## config.mk

```make
export PLATFORM = sky130hd
export DESIGN_NAME = cpu_run_controller
export DESIGN_NICKNAME = d
export VERILOG_FILES = /design/src/rtl/cpu_run_controller.sv
export SDC_FILE = /design/constraint.sdc
export NUM_CORES = 1
export LEC_CHECK = 0
export ABC_AREA = 1
export CORE_MARGIN = 2
export CORE_UTILIZATION = 60
export DETAILED_ROUTE_END_ITERATION = 6
export HOLD_SLACK_MARGIN = 0.06
export MAX_ROUTING_LAYER = met4
export PLACE_DENSITY_LB_ADDON = 0.15
export SYNTH_ARGS = -nofsm -noshare
export SYNTH_HDL_FRONTEND = slang
export SYNTH_SLANG_ARGS = --single-unit
```

## constraint.sdc

```tcl
create_clock -name clock -period 4.6 [get_ports clock]
set_input_delay 0.69 -clock clock [delete_from_list [all_inputs] [get_ports clock]]
set_output_delay 0.69 -clock clock [all_outputs]
set_load 0.01 [all_outputs]
```

## src/rtl/cpu_run_controller.sv

```systemverilog
// Run/step/breakpoint sequencer: turns board-clock events into a one-cycle CPU execute strobe.
// The breakpoint compare, skip flag and BREAK state are built only with CPU_RUN_CTRL_BREAKPOINT_EN.
module cpu_run_controller #(
   parameter int DEBOUNCE_CYCLES = 500000,
   parameter int BASE_DIV        = 50000000
) (
   input  logic       clock,
   input  logic       reset,
   input  logic       run_switch,
   input  logic       step_button,
   input  logic [1:0] speed,
   input  logic [3:0] pc,
   input  logic [3:0] bp_addr,
   input  logic       bp_enable,
   output logic       cpu_enable,
   output logic       halted,
   output logic       at_break,
   output logic [7:0] step_count
);

   localparam int DB_W   = (DEBOUNCE_CYCLES > 1) ? $clog2(DEBOUNCE_CYCLES) : 1;
   localparam int TICK_W = (BASE_DIV > 1) ? $clog2(BASE_DIV) : 1;

   // Per-speed dividers, clamped so that a divider of 1 ticks every cycle.
   localparam int DIV0 = (BASE_DIV < 1)        ? 1 : BASE_DIV;
   localparam int DIV1 = ((BASE_DIV >> 2) < 1) ? 1 : (BASE_DIV >> 2);
   localparam int DIV2 = ((BASE_DIV >> 4) < 1) ? 1 : (BASE_DIV >> 4);
   localparam int DIV3 = ((BASE_DIV >> 6) < 1) ? 1 : (BASE_DIV >> 6);

   typedef enum logic [1:0] {
      S_HALT  = 2'd0,
      S_RUN   = 2'd1,
      S_BREAK = 2'd2
   } state_t;

   state_t            r_state;
   state_t            w_state_next;
   logic              w_enable_next;

   logic [1:0]        r_sync;
   logic [DB_W-1:0]   r_db_cnt;
   logic              r_stable;
   logic              r_step_pulse;

   logic [TICK_W-1:0] r_tick_cnt;
   logic [TICK_W-1:0] w_div_m1;
   logic [1:0]        r_speed;
   logic              w_speed_change;
   logic              w_tick;

   logic              w_bp_hit;
   logic              r_cpu_enable;
   logic              r_halted;
   logic [7:0]        r_step_count;

   // Button path: 2-FF synchroniser, then a level that flips only after it has
   // disagreed with the synchronised input for DEBOUNCE_CYCLES consecutive cycles.
   always_ff @(posedge clock) begin
      if (reset) begin
         r_sync       <= 2'b00;
         r_db_cnt     <= '0;
         r_stable     <= 1'b0;
         r_step_pulse <= 1'b0;
      end else begin
         r_sync       <= {r_sync[0], step_button};
         r_step_pulse <= 1'b0;
         if (r_sync[1] == r_stable) begin
            r_db_cnt <= '0;
         end else if (r_db_cnt == DB_W'(DEBOUNCE_CYCLES - 1)) begin
            r_db_cnt     <= '0;
            r_stable     <= ~r_stable;
            r_step_pulse <= ~r_stable;
         end else begin
            r_db_cnt <= r_db_cnt + 1'b1;
         end
      end
   end

   always_comb begin
      case (speed)
         2'd0:    w_div_m1 = TICK_W'(DIV0 - 1);
         2'd1:    w_div_m1 = TICK_W'(DIV1 - 1);
         2'd2:    w_div_m1 = TICK_W'(DIV2 - 1);
         default: w_div_m1 = TICK_W'(DIV3 - 1);
      endcase
   end

   // A speed change restarts the rate period instead of letting a stale count tick early.
   assign w_speed_change = (speed != r_speed);
   assign w_tick         = (r_state == S_RUN) && !w_speed_change && (r_tick_cnt == w_div_m1);

   always_ff @(posedge clock) begin
      if (reset) begin
         r_tick_cnt <= '0;
         r_speed    <= 2'd0;
      end else begin
         r_speed <= speed;
         if ((r_state != S_RUN) || w_speed_change || w_tick) begin
            r_tick_cnt <= '0;
         end else begin
            r_tick_cnt <= r_tick_cnt + 1'b1;
         end
      end
   end

`ifdef CPU_RUN_CTRL_BREAKPOINT_EN
   logic r_skip;
   logic r_at_break;

   // Skip lets the CPU execute the breakpoint instruction once after a resume.
   assign w_bp_hit = bp_enable && (pc == bp_addr) && !r_skip;

   always_ff @(posedge clock) begin
      if (reset) begin
         r_skip     <= 1'b0;
         r_at_break <= 1'b0;
      end else begin
         r_at_break <= (w_state_next == S_BREAK);
         if ((r_state == S_BREAK) && (w_state_next != S_BREAK)) begin
            r_skip <= 1'b1;
         end else if (r_cpu_enable) begin
            r_skip <= 1'b0;
         end
      end
   end

   assign at_break = r_at_break;
`else
   logic w_unused_bp;
   assign w_unused_bp = ^{pc, bp_addr, bp_enable};
   assign w_bp_hit    = 1'b0;
   assign at_break    = 1'b0;
`endif

   always_comb begin
      w_state_next  = r_state;
      w_enable_next = 1'b0;
      case (r_state)
         S_HALT: begin
            if (run_switch) begin
               w_state_next = S_RUN;
            end else if (r_step_pulse) begin
               w_enable_next = 1'b1;
            end
         end
         S_RUN: begin
            if (!run_switch) begin
               w_state_next = S_HALT;
            end else if (w_bp_hit) begin
               w_state_next = S_BREAK;
            end else begin
               w_enable_next = w_tick;
            end
         end
         S_BREAK: begin
            if (!run_switch) begin
               w_state_next = S_HALT;
            end else if (r_step_pulse) begin
               w_enable_next = 1'b1;
               w_state_next  = S_RUN;
            end
         end
         default: w_state_next = S_HALT;
      endcase
   end

   always_ff @(posedge clock) begin
      if (reset) begin
         r_state      <= S_HALT;
         r_cpu_enable <= 1'b0;
         r_halted     <= 1'b1;
         r_step_count <= 8'd0;
      end else begin
         r_state      <= w_state_next;
         r_cpu_enable <= w_enable_next;
         r_halted     <= (w_state_next != S_RUN);
         if (r_cpu_enable) begin
            r_step_count <= r_step_count + 8'd1;
         end
      end
   end

   assign cpu_enable = r_cpu_enable;
   assign halted     = r_halted;
   assign step_count = r_step_count;

endmodule

```

==> results.cfg <==
[run_status]
status = complete, no violations

[clock_tree]
cts_tree = yes
cts_sinks = 63
path_clk_slew_ns = 0.07
clk_latency_ns = 0.35
post-cts-setup-buffers = 0
cts-root-buf = clkbuf_8
htree_levels = 3
cts_resized = 0
numCtsBuffers = 9
clk_path_buf_depth = 2
postCtsHoldBufs = 0

[critical_path]
r2r_end = r_tick_cnt[19]
crit_buf_inv = 4
worstPathCellList = clkdlybuf4s50_1 -> inv_1 -> ha_1 -> inv_1 -> nand2_1 -> nand2_1 -> inv_1 -> nand2_1 -> nor2_1 -> nand2_1 -> nor2_1 -> nand2_1 -> nand3_2 -> nor3_1
cp_num_cells = 14
cp_slowest_stage_delay_ns = 0.57
startpoint_type = primary input
regToRegStartpoint = r_state[0]
r2r_slack_ns = 2.59
r2r_cells = 5
crit_top_cell = nand2_1
worst_ep_arrival_time_ns = 3.01
cpMaxStageDelayCell = clkdlybuf4s50_1
critPathKind = in -> reg
required_ns = 4.85
critPathTopFamily = simple AND/OR/NAND/NOR gates
endpoint_kind = register
path_max_fanout = 26

[timing]
final_hold_viol_count = 0
fin_crit_sh_pct = 59.9
drv_slew = 0
rsz0062_at_grt = false
maxSlewHeadroom_pct = 63.5
period_minus_slack_ns = 2.76
finalSetupTns_ns = 0
max_freq_mhz = 363
fin_ws_ns = 1.84
worst_pin_slew_ns = 0.547
clock_skew_ns = 0.0119
setup_viol = 0

[synth]
synth-seq-area-share_pct = 37.6
syn_avg_cell_area_um2 = 7.01
syn_area_um2 = 3350
synth_nets = 506
ys_seq_elements = 63
synth_cells = 478
yosysUniqueCellTypes = 37
ys_warn_count = 0

[drt]
wl_met2_um = 3350
highest_layer = met4
route.detailed.drc = 0
antenna_left = 0
vias_per_cell = 5.10
vias = 2930
avgRoutedWirePerCell_um = 11.9
first_pass_iters = 4
wl_um = 6830
m1WireLength_um = 3150
detail_route.iter0.violations = 183
route.met3.wl_um = 268

[pwr]
p_total_uw = 1110
ir_worst_vdd_mv = 0.318
p_leak_uw = 0.00138
power_density_nw_per_um2 = 294

[die]
num_rows = 27
die_height_um = 78.7
initial_core_util_pct = 61.6
die_w_um = 78.7
dieArea_um2 = 6200
io_pins = 26
core-area_um2 = 5440

[global_route]
grt_max_degree = 27
grt_pass1_vias = 2853
grt_use_total_pct = 25.0
grt_overflow_total = 0
grt_first_pass_wirelength_um = 12100
antenna_found_initial = 0

[place]
dp_slack_ns = 1.47
portBuffers = 15
routabilityCongestion = 0.932
placedCellCount = 560
dp_hpwl_um = 5030

[cells_and_area]
fillers = 478
postLayoutCoreUtil_pct = 69.3
layout.nets = 527
area_growth_pct = 12.5
multiInputGateArea_um2 = 1820
diodes = 0
finalNonFillerCells = 575
seqCellArea_um2 = 1260
drive_gt1_share_pct = 9.54

[hold_path]
hold_path.class = reg -> reg
worstHoldPathCells = 2
hold_start = r_sync[0]
hold_path_end = r_sync[1]

[flow_run]
cap_violations = 0
where the power goes:
| group | internal, µW | switching (µW) |
|---|---|---|
| registers | 549 | 2.77 |
| logic | 15.4 | 24.9 |
| clock network | 301 | 217 |
through the flow:
step | instance area (µm²) | hold slack (ns)
floorplan | 3350 | 0.388
global placement | 3560 | 0.392
detailed placement | 3560 | 0.405
CTS | 3770 | 0.418
global route | 3770 | 0.452
finish | 3770 | 0.417
cell usage after synthesis:
cell type / instances / share of area, %
nand2_1: 100 / 11
nor2_1: 84 / 9.4
dfxtp_1: 63 / 38
inv_1: 58 / 6.5
nor3_1: 21 / 3.1
a21oi_1: 19 / 2.8
nand3_1: 16 / 2.4
xor2_1: 16 / 4.2
o21ai_0: 14 / 2.1
ha_1: 13 / 4.9
nand4_1: 12 / 2.2
inv_2: 6 / 0.67
nor4_1: 6 / 1.1
nand2_2: 5 / 0.93
nor2_4: 4 / 1.3
nor3_2: 4 / 1.2
or2_2: 4 / 0.75
buf_2: 3 / 0.45
nand3_2: 3 / 0.90
nor2_2: 3 / 0.56
nor3b_1: 3 / 0.67
o21ai_1: 3 / 0.45
buf_4: 2 / 0.45
nand3b_1: 2 / 0.45
xnor2_1: 2 / 0.52
a211oi_1: 1 / 0.22
a21oi_2: 1 / 0.26
a31oi_1: 1 / 0.19
and3b_1: 1 / 0.26
clkinv_1: 1 / 0.11
conb_1: 1 / 0.11
nand4_2: 1 / 0.37
nor3_4: 1 / 0.49
nor3b_2: 1 / 0.37
o21bai_1: 1 / 0.22
o221ai_1: 1 / 0.26
or2_0: 1 / 0.19
how the worst max path moves through the flow:
stage | from | to
detailed placement | speed[1] | r_tick_cnt[13]
floorplan | speed[1] | r_tick_cnt[12]
finish | speed[1] | r_tick_cnt[19]
global placement | speed[1] | r_tick_cnt[5]
global route | speed[1] | r_tick_cnt[13]
CTS | speed[1] | r_tick_cnt[19]
layout by cell type, fill, tap and decap left out, types with 2 or more instances in the layout:
cell	instances
nor3b_1	3
clkbuf_8	9
inv_1	58
xor2_1	16
bufinv_16	2
nand4_1	12
o21ai_1	3
ha_1	13
nor3_2	4
clkdlybuf4s50_1	15
a21oi_1	19
nand3_2	3
xnor2_1	2
dfxtp_1	63
nor4_1	6
nand3_1	16
nor2_2	3
or2_2	4
nand3b_1	2
nor3_1	21
inv_2	6
nand2_2	5
nor2_4	4
clkinv_2	2
nor2_1	84
nand2_1	100
o21ai_0	14
flip-flops by register name, summed over array words and instances, names as in the netlist:
register,cells
r_sync,2
r_step_pulse,1
r_db_cnt,19
r_stable,1
halted,1
r_state,2
r_tick_cnt,26
step_count,8
cpu_enable,1
r_speed,2
metal layers:
layer  GRT usage, %  vias up
li1               -     1562
met1           29.0     1314
met2           43.4       49
met3           6.48        5
met4           6.32        0
met5              -        -
worst min-delay path: cells and delay by family (launching register included):
family | cells | cell delay (ns)
buf+inv | 1 | 0.04
flops | 1 | 0.31
simple gates | 1 | 0.03
cell type report:
type,count,area share [%]
clock buffer,9,3.28
clock inverter,6,2.29
inverter,65,6.47
multi-input combinational,345,48.1
sequential,63,33.4
tap,72,2.39
timing repair buffer,15,3.98
cell families (layout without fill, tap and decap cells):
logic type	Yosys count	count (layout)	share of synthesized area (%)
adder cells (fa/ha/maj)	13	13	4.85
other	1	1	0.112
AND/OR/NAND/NOR	272	272	38.0
flip-flops	63	63	37.6
AO/OA/AOI/OAI	41	41	6.54
buffers and inverters	70	95	8.18
XOR/XNOR	18	18	4.70
Note: power is estimated with default switching activity, not from simulation.
